--- src/rtl/csa_accum_ctrl.sv ---
// Carry-save multi-beat accumulator: each beat is compressed to sum/carry and merged without
// a carry-propagate add; a single resolve cycle produces the binary result.
module csa_accum_ctrl #(
  parameter int unsigned N         = 4,
  parameter int unsigned WIDTH_I   = 8,
  parameter int unsigned MAX_BEATS = 16,
  parameter int unsigned WIDTH_O   = WIDTH_I + $clog2(N) + $clog2(MAX_BEATS)
) (
  input  logic                               clk_i,
  input  logic                               rst_ni,
  input  logic                               in_valid_i,
  output logic                               in_ready_o,
  input  logic [N-1:0][WIDTH_I-1:0]          operands_i,
  input  logic                               last_i,
  output logic                               out_valid_o,
  input  logic                               out_ready_i,
  output logic [WIDTH_O-1:0]                 result_o,
  output logic [$clog2(MAX_BEATS+1)-1:0]     beats_o,
  output logic                               overflow_o
);

  localparam int unsigned BeatsW = $clog2(MAX_BEATS + 1);
  localparam logic [BeatsW-1:0] MaxCnt = BeatsW'(MAX_BEATS);

  localparam logic [1:0] StIdle    = 2'd0;
  localparam logic [1:0] StAccum   = 2'd1;
  localparam logic [1:0] StResolve = 2'd2;
  localparam logic [1:0] StDone    = 2'd3;

  logic [1:0]         state_q, state_d;
  logic [WIDTH_O-1:0] sum_q, sum_d, carry_q, carry_d;
  logic [WIDTH_O-1:0] result_q, result_d;
  logic [BeatsW-1:0]  count_q, count_d;
  logic               ovf_q, ovf_d;

  logic [WIDTH_O-1:0] tree_s, tree_c, tree_op, tree_ns, tree_nc;
  logic [WIDTH_O-1:0] m1_s, m1_c, m2_s, m2_c;
  logic               accept;

  assign in_ready_o  = (state_q == StIdle) || (state_q == StAccum);
  assign out_valid_o = (state_q == StDone);
  assign accept      = in_valid_i && in_ready_o;
  assign result_o    = result_q;
  assign beats_o     = count_q;
  assign overflow_o  = ovf_q;

  // Chain of 3:2 compressors reducing the beat's operands to a redundant sum/carry pair.
  always_comb begin
    tree_s  = WIDTH_O'(operands_i[0]);
    tree_c  = '0;
    tree_op = '0;
    tree_ns = '0;
    tree_nc = '0;
    for (int unsigned i = 1; i < N; i++) begin
      tree_op = WIDTH_O'(operands_i[i]);
      tree_ns = tree_s ^ tree_c ^ tree_op;
      tree_nc = ((tree_s & tree_c) | (tree_s & tree_op) | (tree_c & tree_op)) << 1;
      tree_s  = tree_ns;
      tree_c  = tree_nc;
    end
  end

  // 4:2 compressor built from two 3:2 stages merging the beat into the accumulator.
  always_comb begin
    m1_s = tree_s ^ tree_c ^ sum_q;
    m1_c = ((tree_s & tree_c) | (tree_s & sum_q) | (tree_c & sum_q)) << 1;
    m2_s = m1_s ^ m1_c ^ carry_q;
    m2_c = ((m1_s & m1_c) | (m1_s & carry_q) | (m1_c & carry_q)) << 1;
  end

  always_comb begin
    state_d  = state_q;
    sum_d    = sum_q;
    carry_d  = carry_q;
    result_d = result_q;
    count_d  = count_q;
    ovf_d    = ovf_q;
    unique case (state_q)
      StIdle: begin
        if (accept) begin
          sum_d   = tree_s;
          carry_d = tree_c;
          count_d = BeatsW'(1);
          ovf_d   = 1'b0;
          state_d = last_i ? StResolve : StAccum;
        end
      end
      StAccum: begin
        if (accept) begin
          sum_d   = m2_s;
          carry_d = m2_c;
          if (count_q == MaxCnt) begin
            ovf_d = 1'b1;
          end else begin
            count_d = count_q + BeatsW'(1);
          end
          state_d = last_i ? StResolve : StAccum;
        end
      end
      StResolve: begin
        result_d = sum_q + carry_q;
        state_d  = StDone;
      end
      StDone: begin
        if (out_ready_i) state_d = StIdle;
      end
      default: state_d = StIdle;
    endcase
  end

  always_ff @(posedge clk_i or negedge rst_ni) begin
    if (!rst_ni) begin
      state_q  <= StIdle;
      sum_q    <= '0;
      carry_q  <= '0;
      result_q <= '0;
      count_q  <= '0;
      ovf_q    <= 1'b0;
    end else begin
      state_q  <= state_d;
      sum_q    <= sum_d;
      carry_q  <= carry_d;
      result_q <= result_d;
      count_q  <= count_d;
      ovf_q    <= ovf_d;
    end
  end

endmodule

--- config.mk ---
export PLATFORM = sky130hd
export DESIGN_NAME = csa_accum_ctrl
export DESIGN_NICKNAME = d
export VERILOG_FILES = /design/src/rtl/csa_accum_ctrl.sv
export SDC_FILE = /design/constraint.sdc
export NUM_CORES = 1
export LEC_CHECK = 0
export ABC_AREA = 1
export ABC_CLOCK_PERIOD_IN_PS = 2460
export BUFFER_PORTS_ARGS = -buffer_cell sky130_fd_sc_hd__clkbuf_2
export CAP_MARGIN = 15
export CORE_ASPECT_RATIO = 0.5
export CORE_MARGIN = 3
export CORE_UTILIZATION = 50
export CTS_BUF_LIST = sky130_fd_sc_hd__clkbuf_2 sky130_fd_sc_hd__clkbuf_4 sky130_fd_sc_hd__clkbuf_8
export DETAILED_ROUTE_END_ITERATION = 10
export PLACE_DENSITY = 0.69
export SYNTH_ARGS = -nofsm -noshare
export SYNTH_HDL_FRONTEND = slang
export SYNTH_SLANG_ARGS = --single-unit
export TNS_END_PERCENT = 5
--- constraint.sdc ---
create_clock -name clk_i -period 2.46 [get_ports clk_i]
set_clock_uncertainty 0.15 [all_clocks]
set_input_delay 0.123 -clock clk_i [delete_from_list [all_inputs] [get_ports clk_i]]
set_output_delay 0.123 -clock clk_i [all_outputs]
set_load 0.03 [all_outputs]
==> impl_metrics.py <==
metrics = {
    "outcome": {
        "status": "complete, but fails checks",
        "violations": "setup timing",
    },
    "timing": {
        "finalCritPeriodShare_pct": 109,
        "hold_viol": 0,
        "period_minus_slack_ps": 2680,
        "slew_viol_final": 0,
        "fin_hold_ws_ps": 18.5,
        "max_freq_ghz": 0.373,
        "tightest_slew_ps": 603,
        "finalWorstSetupSlack_ps": -221,
        "report.final.setup_viol": 9,
        "rsz0062_at_grt": "true",
        "slew_headroom_pct": 59.7,
    },
    "synth": {
        "synth_common_cells": "111 x nand2_1, 74 x inv_1, 49 x dfrtp_1",
        "yosys_warnings": 0,
        "synth_compound_area_share_pct": 10.1,
        "synth_fp_nets": 519,
        "synth_top_family_by_area": "adder cells",
        "ys.flop_type": "dfrtp_1",
        "synthXorXnorAreaFrac_pct": 1.17,
        "synth_seq_cells": 49,
        "synth_area_mm2": 0.00373,
        "synth-edff-count": 0,
        "async_flop_share_pct": 100,
        "synth.area.top_cells": "dfrtp_1 33%, fa_1 18%, nand2_1 11%, ha_1 9.1%, inv_1 7.4%",
        "yosysMostFrequentCell": "nand2_1",
        "synth_adder_area_share_pct": 26.8,
        "synth_cell_types": 33,
        "synthCells": 422,
        "synthMuxAreaShare_pct": 0,
        "postSynthAreaPerCell_um2": 8.84,
        "synthSimpleGateAreaFrac_pct": 19.7,
        "synth.yosys.seq_area_share_pct": 32.9,
        "yosysTopAreaCell": "dfrtp_1",
        "synth_top_cell_area_share_pct": 32.9,
    },
    "power": {
        "leakagePower_nw": 2.30,
        "power-per-cell-area_mw_per_mm2": 1180,
        "ir_worst_vdd_mv": 0.367,
    },
    "worst_setup_path": {
        "crit_path_end_kind": "flop",
        "worstPathRequired_ps": 2510,
        "slowest_stage": "fa_2",
        "cp_data_arrival_time_ps": 2730,
        "startpoint_type": "input pin",
        "crit_chain": "clkbuf_2, ha_4, fa_1, fa_1, inv_1, fa_1, fa_2, nand2_1, o22ai_1, a21oi_1",
        "crit_path_frequent_cell": "fa_1",
        "cpLargestDelayFamily": "adder cells",
        "critPathKind": "input pin to flop",
        "crit_buf_inv": 2,
        "slowest_delay_ps": 550,
        "critPathMaxFanout": 2,
        "timing.reg2reg.setup_slack_ps": 340,
    },
    "final_layout": {
        "final_area_mm2": 0.00441,
        "antenna_cells": 0,
        "drive_gt1_share_pct": 23.3,
        "layout.cells.non_filler": 589,
        "nNetsFinal": 593,
        "area_growth_pct": 18.0,
        "utilization_pct": 63.3,
    },
    "routing": {
        "drc": 0,
        "drt_iter0_drc": 210,
        "viasPerCell": 5.03,
        "finalWirelength_um": 8090,
        "drt_pass1_iterations": 4,
        "detail-route-antenna-nets": 0,
        "detail_route.wl_per_cell_um": 13.7,
        "vias": 2960,
    },
    "clock_tree": {
        "cts_setup_buffers": 0,
        "clkTransAtPathRegs_ps": 90,
        "numCtsBuffers": 5,
        "clk_latency_ps": 310,
        "cts.htree.levels": 2,
        "tritoncts": "yes",
        "cts_buffer_depth": 2,
        "ctsRootBufferMaster": "clkbuf_8",
        "clkSinkCount": 49,
    },
    "min_path": {
        "hold_path.class": "input pin to flop",
    },
    "place": {
        "place_hpwl_um": 6420,
        "gp_congestion": 0.850,
        "dp.cells": 577,
        "port-buffer-count": 58,
        "post_dp_cell_area_mm2": 0.00427,
    },
    "global_routing": {
        "grt_pass1_wl_um": 14100,
        "antenna_found_initial": 0,
        "grt_pass1_vias": 2849,
        "track_usage_pct": 21.2,
        "grt_start_max_net_pins": 29,
        "grt_overflow": 0,
    },
    "floorplanning": {
        "ios": 59,
        "die_area_mm2": 0.00860,
        "fp-row-count": 21,
        "start_util_pct": 53.6,
        "core_area_mm2": 0.00696,
        "die_w_um": 128,
        "fp.dieH_um": 67.1,
    },
    "flow_run": {
        "timing.max_cap.violations": 0,
    },
}
## worst paths after layout
| kind | start | end | cells past startpoint |
|---|---|---|---|
| setup / recovery | operands_i[4] | sum_q[4]$_DFFE_PN0P_ | 10 |
| hold / removal | in_valid_i | sum_q[9]$_DFFE_PN0P_ | 3 |
| max in group asynchronous | rst_ni | result_o[10]$_DFFE_PN0N_ | 3 |
| min in group asynchronous | rst_ni | sum_q[4]$_DFFE_PN0P_ | 2 |
| hold reg to reg | result_o[1]$_DFFE_PN0N_ | result_o[1]$_DFFE_PN0N_ | 2 |
| setup reg to reg | state_q[1]$_DFFE_PN0P_ | state_q[1]$_DFFE_PN0P_ | 5 |
## state kept, by name, summed over array words and instances, names as in the netlist
name and cells:
beats_o 5, carry_q 13, overflow_o 1, result_o 14
state_q 2, sum_q 14
## cell usage in the layout, fill, tap and decap left out, types with 2 or more instances in the layout
master / instances
nor2_1: 9
a21oi_1: 12
fa_1: 28
o21ai_0: 14
o211ai_1: 2
clkinv_2: 2
o221ai_1: 3
ha_1: 20
a22oi_1: 3
inv_4: 2
fa_2: 5
dfrtp_1: 49
clkbuf_8: 5
ha_4: 7
o21ai_2: 6
o22ai_1: 9
inv_1: 73
nand3_1: 28
clkbuf_2: 58
nand2_4: 3
o221a_2: 2
inv_2: 4
dlygate4sd3_1: 4
nand2_1: 111
nor2_4: 3
a21oi_2: 2
o21ai_1: 2
buf_4: 12
xnor2_1: 3
nand4_1: 7
xor2_1: 2
## stage by stage
stage | setup TNS (ps) | setup slack (ps) | total power [W]
global route | -2540 | -323 | 0.00584
finish | -1450 | -221 | 0.00522
detailed placement | -7410 | -589 | 0.00471
global placement | -6950 | -542 | 0.00467
floorplan | -3800 | -347 | 0.00386
CTS | -1380 | -212 | 0.00523
## worst reg2reg max path: stages, from the launching register on
cell           delay, ps
dfrtp_1              430
inv_2                170
nor2_4                40
inv_1                450
o211ai_1             170
dlygate4sd3_1        600
## layout make-up
class / instances / area (µm²)
inverter: 79 / 302
tap: 92 / 115
clock inverter: 2 / 10.0
timing repair buffer: 74 / 420
sequential: 49 / 1230
multi-input combinational: 287 / 2260
fill: 593 / 2560
clock buffer: 6 / 76.3
## power breakdown
part           switching (W)  total, W  internal (W)
sequential          0.000266   0.00138       0.00111
clock               0.000277  0.000486      0.000209
combinational        0.00208   0.00336       0.00127
total                0.00263   0.00522       0.00259
## layer usage
layer  up-vias  GRT usage (%)  wire [µm]
met5         -              0          0
met4         0           5.42         90
met3        10           3.60        482
met2        82           30.2       3270
met1      1374           32.8       4240
li1       1494              -          -
## kinds of logic (layout without fill, tap and decap cells)
group,after synthesis,count (layout)
adders and majority gates,60,60
buffers and inverters,86,161
DFF,49,49
and+or+nand+nor,165,165
AOI/OAI and AO/OA,57,57
xor gates and xnor gates,5,5
## what timing repair did
action,in CTS,in global routing
resized for setup,0,6
endpoints found under the hold margin,23,0
hold buffers,4,0
endpoints found under the setup margin,14,15
gates cloned,0,0
pin swaps,9,1
Power figures use the tool's default switching activity.
